**config.mk**
```make
export PLATFORM = sky130hd
export DESIGN_NAME = exec_mul_sequencer
export DESIGN_NICKNAME = d
export VERILOG_FILES = /design/src/rtl/exec_mul_sequencer.sv
export SDC_FILE = /design/constraint.sdc
export NUM_CORES = 1
export LEC_CHECK = 0
export ABC_CLOCK_PERIOD_IN_PS = 6600
export CAP_MARGIN = 20
export CORE_MARGIN = 3
export CORE_UTILIZATION = 60
export DETAILED_ROUTE_END_ITERATION = 16
export PLACE_DENSITY = 0.87
export SYNTH_ARGS = -nofsm -noshare
export SYNTH_HDL_FRONTEND = slang
export SYNTH_SLANG_ARGS = --single-unit
```
**constraint.sdc**
```tcl
create_clock -name clk -period 6.6 [get_ports clk]
set_clock_uncertainty 0.2 [all_clocks]
set_input_delay 0.99 -clock clk [delete_from_list [all_inputs] [get_ports clk]]
set_output_delay 0.99 -clock clk [all_outputs]
set_load 0.02 [all_outputs]
```
**src/rtl/exec_mul_sequencer.sv**
```systemverilog
// rtl/exec_mul_sequencer.sv - iterative shift-and-add multiplier with EX-stage stall sequencing
// Retires BITS_PER_CYCLE multiplier bits per BUSY cycle; fixed latency regardless of operand values.
module exec_mul_sequencer #(
  parameter int WIDTH          = 64,
  parameter int BITS_PER_CYCLE = 1
) (
  input  logic             clk,
  input  logic             reset,
  input  logic             start_E,
  input  logic             flush_E,
  input  logic [WIDTH-1:0] srcA_E,
  input  logic [WIDTH-1:0] srcB_E,
  output logic [WIDTH-1:0] mulResult_E,
  output logic             done_E,
  output logic             busy_E,
  output logic             stall_E
);

  localparam int STEPS = WIDTH / BITS_PER_CYCLE;
  localparam int CW    = (STEPS > 1) ? $clog2(STEPS) : 1;
  localparam logic [CW-1:0] LAST_CNT = CW'(STEPS - 1);

  typedef enum logic [1:0] {IDLE, BUSY, DONE} state_t;

  state_t           state_q, state_d;
  logic [WIDTH-1:0] acc_q, acc_d;
  logic [WIDTH-1:0] mcand_q, mcand_d;
  logic [WIDTH-1:0] mplier_q, mplier_d;
  logic [WIDTH-1:0] result_q, result_d;
  logic [CW-1:0]    count_q, count_d;
  logic [WIDTH-1:0] partial;
  logic             accept;

  assign accept = (state_q == IDLE) && start_E && !flush_E;

  // Sum of the shifted multiplicands selected by this cycle's multiplier bits
  always_comb begin
    partial = '0;
    for (int i = 0; i < BITS_PER_CYCLE; i++) begin
      if (mplier_q[i]) partial = partial + (mcand_q << i);
    end
  end

  always_comb begin
    state_d  = state_q;
    acc_d    = acc_q;
    mcand_d  = mcand_q;
    mplier_d = mplier_q;
    result_d = result_q;
    count_d  = count_q;
    case (state_q)
      IDLE: begin
        if (accept) begin
          mcand_d  = srcA_E;
          mplier_d = srcB_E;
          acc_d    = '0;
          count_d  = '0;
          state_d  = BUSY;
        end
      end
      BUSY: begin
        acc_d    = acc_q + partial;
        mcand_d  = mcand_q << BITS_PER_CYCLE;
        mplier_d = mplier_q >> BITS_PER_CYCLE;
        count_d  = count_q + CW'(1);
        if (count_q == LAST_CNT) begin
          result_d = acc_q + partial;
          state_d  = DONE;
        end
      end
      DONE:    state_d = IDLE;
      default: state_d = IDLE;
    endcase
    // A squashed instruction never publishes a result
    if (flush_E) begin
      state_d  = IDLE;
      result_d = result_q;
    end
  end

  always_ff @(posedge clk) begin
    if (!reset) begin
      state_q  <= IDLE;
      acc_q    <= '0;
      mcand_q  <= '0;
      mplier_q <= '0;
      result_q <= '0;
      count_q  <= '0;
    end else begin
      state_q  <= state_d;
      acc_q    <= acc_d;
      mcand_q  <= mcand_d;
      mplier_q <= mplier_d;
      result_q <= result_d;
      count_q  <= count_d;
    end
  end

  assign mulResult_E = result_q;
  assign done_E      = (state_q == DONE) && !flush_E;
  assign busy_E      = (state_q != IDLE);
  assign stall_E     = reset && (accept || (state_q == BUSY));

endmodule
```
==> flow_summary.json, run 1 <==
{
  "post-route-util": 0.733,
  "drtIter0Drc": 1179,
  "dieArea_mm2": 0.0250,
  "syn_nets": 1935,
  "max_slew_margin": 0.284,
  "overflow": 0,
  "cp_common_cell": "o41ai_2",
  "nets": 2039,
  "layout_common_cells": "304 x nor2_1, 264 x dfxtp_1, 197 x clkdlybuf4s50_1",
  "finalInstanceArea_mm2": 0.0166,
  "status": "finished, final reports clean",
  "root_buffer": "clkbuf_16",
  "hold_viol": 0,
  "yosys.area_share.simple": 0.220,
  "drt_pre_antenna_iters": 6,
  "grt_pass1_wl_mm": 62.6,
  "synth_area_leader_cell": "dfxtp_1",
  "path_class": "flip-flop to flip-flop",
  "port_buffers": 198,
  "ys_seq_area_frac": 0.380,
  "dp_hpwl_mm": 26.1,
  "clk_pin_slew_ps": 60,
  "critical-path-max-stage-delay_ps": 980,
  "post_drt_wl_per_cell_um": 18.0,
  "min_period_ps": 4980,
  "layout_commonest_cell": "nor2_1",
  "synth_ff_type": "dfxtp_1",
  "drv_slew": 0,
  "synth_top_family_by_area": "compound AO/OA/AOI/OAI gates",
  "syn_to_final_growth_pct": 19.7,
  "max-clock-path-buffers": 3,
  "synth_compound_area_frac": 0.260,
  "rows": 55,
  "synth_area_mm2": 0.0139,
  "ys_async_sr_fraction": 0,
  "critPathRequiredTime_ps": 6860,
  "cts_tree": "done",
  "n_fill_cell": 1764,
  "core_area_mm2": 0.0227,
  "track_usage": 0.299,
  "muxShareOfSynthArea": 0,
  "critPathSlowestCell": "dfxtp_1",
  "synthCells": 1738,
  "synthAdderAreaFrac": 0.0590,
  "p_leak_nw": 6.46,
  "die-height_um": 158,
  "vias": 13358,
  "critPathMaxFanout": 35,
  "cap_violations": 0,
  "fmax_ghz": 0.201,
  "fin_crit_sh": 0.755,
  "synth_top_area_frac": 0.380,
  "rsz0062_at_grt": "false",
  "end_kind": "flip-flop",
  "dieWidth_um": 158,
  "setup_violations": 0,
  "place_area_mm2": 0.0159,
  "layout-drive-gt1-share": 0.0365,
  "post_cts_buffers": 0,
  "routed_wl_mm": 38.7,
  "synth_xor_area_frac": 0.0391,
  "io_pins": 199,
  "worst-slew-pin-transition_ps": 1070,
  "vias_per_cell": 6.22,
  "min_path_type": "flip-flop to flip-flop",
  "cts_num_sinks": 264,
  "syn_area_per_cell_um2": 8.00,
  "synth-edff-count": 0,
  "tns_ps": 0,
  "antenna_found_initial": 0,
  "antenna_left": 0,
  "arrival_ps": 5240,
  "synth_area_leaders": "dfxtp_1 38%, nor2_1 8.3%, o221ai_1 8.2%",
  "post-route-drc-count": 0,
  "diodes": 0,
  "cts_buffers": 26,
  "ys.warnings.count": 0,
  "power_density_mw_per_mm2": 208,
  "grt_max_degree": 114,
  "path_buf_inv": 1,
  "clk-insertion-delay-late_ps": 530,
  "place.gp.congestion": 0.936,
  "ys_types": 63,
  "start_kind": "flip-flop",
  "start_util": 0.612,
  "grt_pass1_vias": 12816,
  "htreeDepth": 1,
  "cp_top_family": "compound AO/OA/AOI/OAI gates",
  "cts_hold_buffers": 0,
  "post_cts_resized": 0,
  "peakVddDrop_uv": 237,
  "worstPathCellList": "and2_1 -> ha_1 -> inv_1 -> fa_1 -> and2b_1 -> o2111ai_2 -> nand4_1 -> a211oi_1 -> o41ai_2 -> a21oi_1 -> o41ai_2 -> nand2_1 -> or3_1 -> a31oi_1",
  "ys_ff_latch": 264
}
-- Yosys cell counts, types with 3 or more instances --
cell      count
a211o_1       3
nand2b_1      3
nor2b_1      17
and3_1        8
ha_1         64
nand2_1     195
a21o_1       28
o221ai_1    130
xor2_1       25
dfxtp_1     264
o21ai_0      61
o31ai_1       3
o211a_1       6
nand4_1      27
inv_1        18
nor3b_1       3
nor4_1        3
o21bai_1     10
xnor2_1      37
o21a_1       12
buf_2         4
buf_1         4
or3_1         5
a31oi_1      12
a22o_1       16
and2_1       67
nor2_1      307
o41ai_2       4
a22oi_1      23
a21boi_0     49
a211oi_1      7
nand3_1      35
clkbuf_1    125
a21oi_1     107
nor3_1       11
o211ai_1      8
-- final timing paths --
path	start	endpoint	slack, ps	cells past startpoint
worst max-delay path	mplier_q[0]	mulResult_E[48]	1620	14
worst min-delay path	mulResult_E[49]	mulResult_E[49]	260	2
worst min register to register	mulResult_E[49]	mulResult_E[49]	260	2
worst max register to register	mplier_q[0]	mulResult_E[48]	1620	14
-- registers in the layout, summed over array words and instances, names as in the netlist --
register,cells
mcand_q,64
mulResult_E,64
state_q,2
mplier_q,64
count_q,6
acc_q,64
-- power by group --
part	total (mW)	leakage [nW]	internal, mW	switching (mW)
clock	1.40	0.384	0.786	0.613
combinational	0.358	3.92	0.165	0.194
sequential	1.71	2.15	1.66	0.0497
total	3.47	6.46	2.61	0.856
-- per-layer routing --
| layer | global-route usage | vias up | share of wire |
|---|---|---|---|
| li1 | - | 6443 | - |
| met1 | 0.387 | 6369 | 0.43 |
| met2 | 0.511 | 479 | 0.48 |
| met3 | 0.0544 | 67 | 0.067 |
| met4 | 0.0844 | 0 | 0.022 |
| met5 | 0 | - | 0 |
-- cells by family (layout without fill, tap and decap cells) --
family | Yosys count | count (layout)
adders and majority gates | 65 | 65
and+or+nand+nor | 694 | 694
AOI/OAI and AO/OA | 501 | 501
DFF | 264 | 264
buffers and inverters | 152 | 275
xor gates and xnor gates | 62 | 62
-- per-stage QoR --
| stage | power [mW] | setup WS, ps | std cells | hold WS (ps) |
|---|---|---|---|---|
| after floorplan | 1.95 | 2610 | 1738 | 232 |
| after global placement | 2.08 | 1950 | 2099 | 239 |
| after detailed placement | 2.10 | 1710 | 2099 | 253 |
| after CTS | 3.49 | 1650 | 2146 | 267 |
| after global routing | 3.60 | 1390 | 2146 | 285 |
| final | 3.47 | 1620 | 2146 | 263 |
-- worst register-to-register path: stages (launching register included) --
cell and delay [ps]:
dfxtp_1 980, and2_1 250, ha_1 170, inv_1 60, fa_1 390, and2b_1 260, o2111ai_2 140, nand4_1 120
a211oi_1 150, o41ai_2 580, a21oi_1 260, o41ai_2 670, nand2_1 180, or3_1 360, a31oi_1 160
-- final cells by class --
cell class	instances	area (um2)	share of cell area
Timing Repair Buffer	209	2070	0.124
Clock inverter	5	27.5	0.00165
Tap cell	285	357	0.0214
Clock buffer	42	762	0.0458
Inverter	19	71.3	0.00428
Sequential cell	264	5290	0.317
Multi-Input combinational cell	1322	8080	0.485
No activity file was read; power rests on OpenSTA's default activity.
==> run 2: changes to the inputs <==
==> config.mk (replaced) <==
export PLATFORM = sky130hd
export DESIGN_NAME = exec_mul_sequencer
export DESIGN_NICKNAME = d
export VERILOG_FILES = /design/src/rtl/exec_mul_sequencer.sv
export SDC_FILE = /design/constraint.sdc
export NUM_CORES = 1
export LEC_CHECK = 0
export ABC_CLOCK_PERIOD_IN_PS = 4500
export CAP_MARGIN = 20
export CORE_MARGIN = 3
export CORE_UTILIZATION = 50
export DETAILED_ROUTE_END_ITERATION = 16
export PLACE_DENSITY = 0.77
export SYNTH_ARGS = -nofsm -noshare
export SYNTH_HDL_FRONTEND = slang
export SYNTH_SLANG_ARGS = --single-unit
==> constraint.sdc (replaced) <==
create_clock -name clk -period 4.5 [get_ports clk]
set_clock_uncertainty 0.2 [all_clocks]
set_input_delay 0.675 -clock clk [delete_from_list [all_inputs] [get_ports clk]]
set_output_delay 0.675 -clock clk [all_outputs]
set_load 0.02 [all_outputs]
==> flow_summary.json, run 2 (same netlist as run 1, synthesis figures left out) <==
{
  "dp_cells": 2196,
  "cts_tree": "done",
  "pwr-share-seq": 0.485,
  "holdPathStages": 2,
  "grt_max_degree": 215,
  "post_cts_resized": 0,
  "post-route-drc-count": 0,
  "port_buffers": 198,
  "max-clock-path-buffers": 3,
  "cts_num_sinks": 264,
  "nets": 2051,
  "antenna_left": 0,
  "instances_no_fill": 2244,
  "place.gp.congestion": 0.967,
  "r2r_slack_ps": 560,
  "antenna_found_initial": 1,
  "setup_violations": 0,
  "start_util": 0.512,
  "internal-power_mw": 3.88,
  "vias_per_cell": 5.85,
  "dp_hpwl_mm": 25.8,
  "post_drt_wl_per_cell_um": 16.9,
  "clkPwrFrac": 0.411,
  "hold_viol": 0,
  "grt_pass1_wl_mm": 62.7,
  "rsz0062_at_grt": "false",
  "core_area_mm2": 0.0272,
  "p_comb_frac": 0.103,
  "track_usage": 0.243,
  "r2r-start": "mplier_q[0]",
  "fin_crit_sh": 0.875,
  "hold_start": "acc_q[43]",
  "min_path_type": "flip-flop to flip-flop",
  "swShare": 0.248,
  "switching_power_mw": 1.28,
  "dieArea_mm2": 0.0298,
  "overflow": 0,
  "die-height_um": 173,
  "peakVddDrop_uv": 389,
  "hold_path_end": "acc_q[43]",
  "drt_pre_antenna_iters": 7,
  "drtIter0Drc": 866,
  "critPathRequiredTime_ps": 4750,
  "critPathMaxFanout": 30,
  "power_density_mw_per_mm2": 305,
  "cts_hold_buffers": 0,
  "vias": 13133,
  "layout_setup_ws_ps": 563,
  "arrival_ps": 4190,
  "pre_cts_ws_ps": 547,
  "clk_pin_slew_ps": 60,
  "syn_to_final_growth_pct": 21.7,
  "io_pins": 199,
  "p_leak_nw": 6.56,
  "layout_commonest_cell": "nor2_1",
  "fmax_ghz": 0.254,
  "tns_ps": 0,
  "diodes": 0,
  "routed_wl_mm": 38.0,
  "path_class": "flip-flop to flip-flop",
  "max_slew_margin": 0.318,
  "end_kind": "flip-flop",
  "rr_worst_depth": 13,
  "grt_pass1_vias": 12567,
  "rows": 60,
  "layout_common_cells": "305 x nor2_1, 264 x dfxtp_1, 197 x clkdlybuf4s50_1",
  "timing.rr.end": "mulResult_E[62]",
  "dieWidth_um": 173,
  "start_kind": "flip-flop",
  "cts_buffers": 27,
  "min_period_ps": 3940,
  "worst-slew-pin-transition_ps": 1020,
  "drv_slew": 0,
  "clk-insertion-delay-late_ps": 550,
  "status": "finished, final reports clean",
  "post_cts_buffers": 0,
  "cap_violations": 0,
  "root_buffer": "clkbuf_16",
  "htreeDepth": 1,
  "layout-drive-gt1-share": 0.0459
}
-- run 2: power by group through the flow --
stage	Sequential [mW]	Clock, mW	Combinational [mW]
final	2.51	2.12	0.532
after global routing	2.52	2.26	0.594
after detailed placement	2.55	0	0.527
after global placement	2.55	0	0.515
after CTS	2.50	2.17	0.531
after floorplan	2.53	0	0.325
-- run 2: worst max-delay path: stages (launching register included) --
cell and delay, ps:
dfxtp_1 340, buf_4 250, nand2_1 130, fa_1 430, and2b_1 250, o2111ai_2 130, a311o_1 430, a211oi_2 230
nor4_2 110, o41ai_4 450, a31oi_2 230, o21a_1 230, or3_1 310, a31oi_1 140
-- run 2: metal layers --
layer  vias to the layer above  GRT usage  share of wire
li1                       6457          -              -
met1                      6177      0.325           0.44
met2                       429      0.400           0.45
met3                        68     0.0474          0.072
met4                         2     0.0730          0.029
met5                         -          0        0.00034
-- run 2: metrics by stage --
stage | instance area [um2] | hold WS, ps | total power [mW] | util
2_1_floorplan | 13900 | 232 | 2.86 | -
3_3_place_gp | 16100 | 240 | 3.06 | 0.591
3_5_place_dp | 16100 | 249 | 3.08 | 0.591
4_1_cts | 16900 | 265 | 5.20 | 0.622
5_1_grt | 16900 | 277 | 5.37 | 0.623
6_report | 16900 | 262 | 5.16 | 0.623
-- run 2: final cells by class --
class	instances	area [um2]
sequential	264	5290
tap	372	465
clock buffer	37	773
multi-input combinational	1322	8080
inverter	19	71.3
clock inverter	10	60.1
fill	2437	10200
timing repair buffer	220	2190
-- run 2: how the worst max path moves through the flow --
stage,from,endpoint,slack (ps)
after detailed placement,mplier_q[0],acc_q[62],550
after CTS,mplier_q[0],mulResult_E[62],530
final,mplier_q[0],mulResult_E[62],560
after global placement,mplier_q[0],acc_q[62],610
after global routing,mplier_q[0],mulResult_E[48],170
after floorplan,mplier_q[0],acc_q[62],510
==> run 3: changes to the inputs <==
==> config.mk (replaced) <==
export PLATFORM = sky130hd
export DESIGN_NAME = exec_mul_sequencer
export DESIGN_NICKNAME = d
export VERILOG_FILES = /design/src/rtl/exec_mul_sequencer.sv
export SDC_FILE = /design/constraint.sdc
export NUM_CORES = 1
export LEC_CHECK = 0
export ABC_CLOCK_PERIOD_IN_PS = 4600
export CAP_MARGIN = 20
export CORE_MARGIN = 3
export CORE_UTILIZATION = 60
export DETAILED_ROUTE_END_ITERATION = 16
export PLACE_DENSITY = 0.87
export SYNTH_ARGS = -nofsm -noshare
export SYNTH_HDL_FRONTEND = slang
export SYNTH_SLANG_ARGS = --single-unit
==> constraint.sdc (replaced) <==
create_clock -name clk -period 4.6 [get_ports clk]
set_clock_uncertainty 0.2 [all_clocks]
set_input_delay 0.69 -clock clk [delete_from_list [all_inputs] [get_ports clk]]
set_output_delay 0.69 -clock clk [all_outputs]
set_load 0.02 [all_outputs]
==> flow_summary.json, run 3 (same netlist as run 1, synthesis figures left out) <==
{
  "end_kind": "flip-flop",
  "worst-slew-pin-transition_ps": 958,
  "status": "finished, final reports clean",
  "n_fill_cell": 1723,
  "max_slew_margin": 0.361,
  "cp_top_family": "compound AO/OA/AOI/OAI gates",
  "start_kind": "flip-flop",
  "start_util": 0.612,
  "arrival_ps": 4550,
  "path_class": "flip-flop to flip-flop",
  "post-route-drc-count": 0,
  "r2r_slack_ps": 310,
  "path_buf_inv": 2,
  "finalInstanceArea_mm2": 0.0169,
  "clk_pin_slew_ps": 60,
  "core_area_mm2": 0.0227,
  "worstPathCellList": "buf_4 -> nand2_1 -> fa_1 -> and2b_1 -> o2111ai_2 -> nand4_1 -> a211oi_1 -> buf_4 -> o41ai_2 -> a21oi_1 -> o41ai_4 -> nand2_1 -> or3_1 -> a31oi_1",
  "hold_ws_ps": 250,
  "critPathMaxFanout": 36,
  "htreeDepth": 1,
  "layout_setup_ws_ps": 311,
  "power_mw": 5.19,
  "setup_violations": 0,
  "dieArea_mm2": 0.0250,
  "vias_per_cell": 6.19,
  "io_pins": 199,
  "layout-drive-gt1-share": 0.0443,
  "instances_no_fill": 2158,
  "dp_hpwl_mm": 26.8,
  "pre_cts_ws_ps": 270,
  "drt_pre_antenna_iters": 5,
  "diodes": 0,
  "drtIter0Drc": 989,
  "place.gp.congestion": 0.958,
  "p_leak_nw": 6.60,
  "grt_pass1_wl_mm": 62.9,
  "min_path_type": "flip-flop to flip-flop",
  "syn_to_final_growth_pct": 21.4,
  "cap_violations": 0,
  "antenna_found_initial": 0,
  "dieWidth_um": 158,
  "post_drt_wl_per_cell_um": 17.9,
  "fmax_ghz": 0.233,
  "post_cts_buffers": 0,
  "peakVddDrop_uv": 291,
  "min_period_ps": 4290,
  "overflow": 0,
  "port_buffers": 198,
  "nets": 2051,
  "critPathRequiredTime_ps": 4860,
  "root_buffer": "clkbuf_16",
  "cts_tree": "done",
  "power_density_mw_per_mm2": 308,
  "cts_buffers": 28,
  "die-height_um": 158,
  "max-clock-path-buffers": 3,
  "rows": 55,
  "critical-path-max-stage-delay_ps": 560,
  "cts_hold_buffers": 0,
  "clk-insertion-delay-late_ps": 540,
  "post-route-util": 0.743,
  "post_cts_resized": 0,
  "layout_commonest_cell": "nor2_1",
  "critPathSlowestCell": "o41ai_2",
  "vias": 13351,
  "drv_slew": 0,
  "antenna_left": 0,
  "tns_ps": 0,
  "rsz0062_at_grt": "false",
  "dp_cells": 2109,
  "place_area_mm2": 0.0160,
  "grt_max_degree": 104,
  "cts_num_sinks": 264,
  "routed_wl_mm": 38.6,
  "fin_crit_sh": 0.932,
  "track_usage": 0.300,
  "layout_common_cells": "305 x nor2_1, 264 x dfxtp_1, 197 x clkdlybuf4s50_1",
  "hold_viol": 0,
  "grt_pass1_vias": 12763
}
## run 3: changes by cell type in the layout (fill, tap and decap cells not counted), sizes merged
cell	change
clkbuf	+6
inv	-1
clkinvlp	+2
bufinv	+1
buf	-1
clkinv	-6
## run 3: cell type report
type / instances / area, um2 / area share
multi-input cells: 1322 / 8090 / 0.479
repair buffers: 219 / 2170 / 0.128
clock buffers: 43 / 838 / 0.0497
clock inverters: 6 / 66.3 / 0.00393
inverters: 19 / 71.3 / 0.00423
well taps: 285 / 357 / 0.0211
flip-flops and latches: 264 / 5290 / 0.313
## run 3: tightest hold or removal path: stages (launching register included)
cell	delay, ps
dfxtp_1	310
nand2_1	50
o21ai_1	50
## run 3: path summary, 6_finish.rpt
kind | startpoint | to | depth (start not counted)
worst max-delay path | mplier_q[0] | mulResult_E[48] | 14
worst max register to register | mplier_q[0] | mulResult_E[48] | 14
worst min register to register | acc_q[57] | acc_q[57] | 2
worst min-delay path | acc_q[57] | acc_q[57] | 2
## run 3: per-layer routing
layer,global-route usage,share of wire,vias to the layer above
met5,0,0,-
met4,0.0971,0.028,0
met3,0.0514,0.073,76
met2,0.499,0.47,503
met1,0.398,0.43,6323
li1,-,-,6449
## run 3: where the power goes
part | switching (mW) | internal [mW]
Sequential | 0.0662 | 2.39
Clock | 0.912 | 1.30
Combinational | 0.285 | 0.239
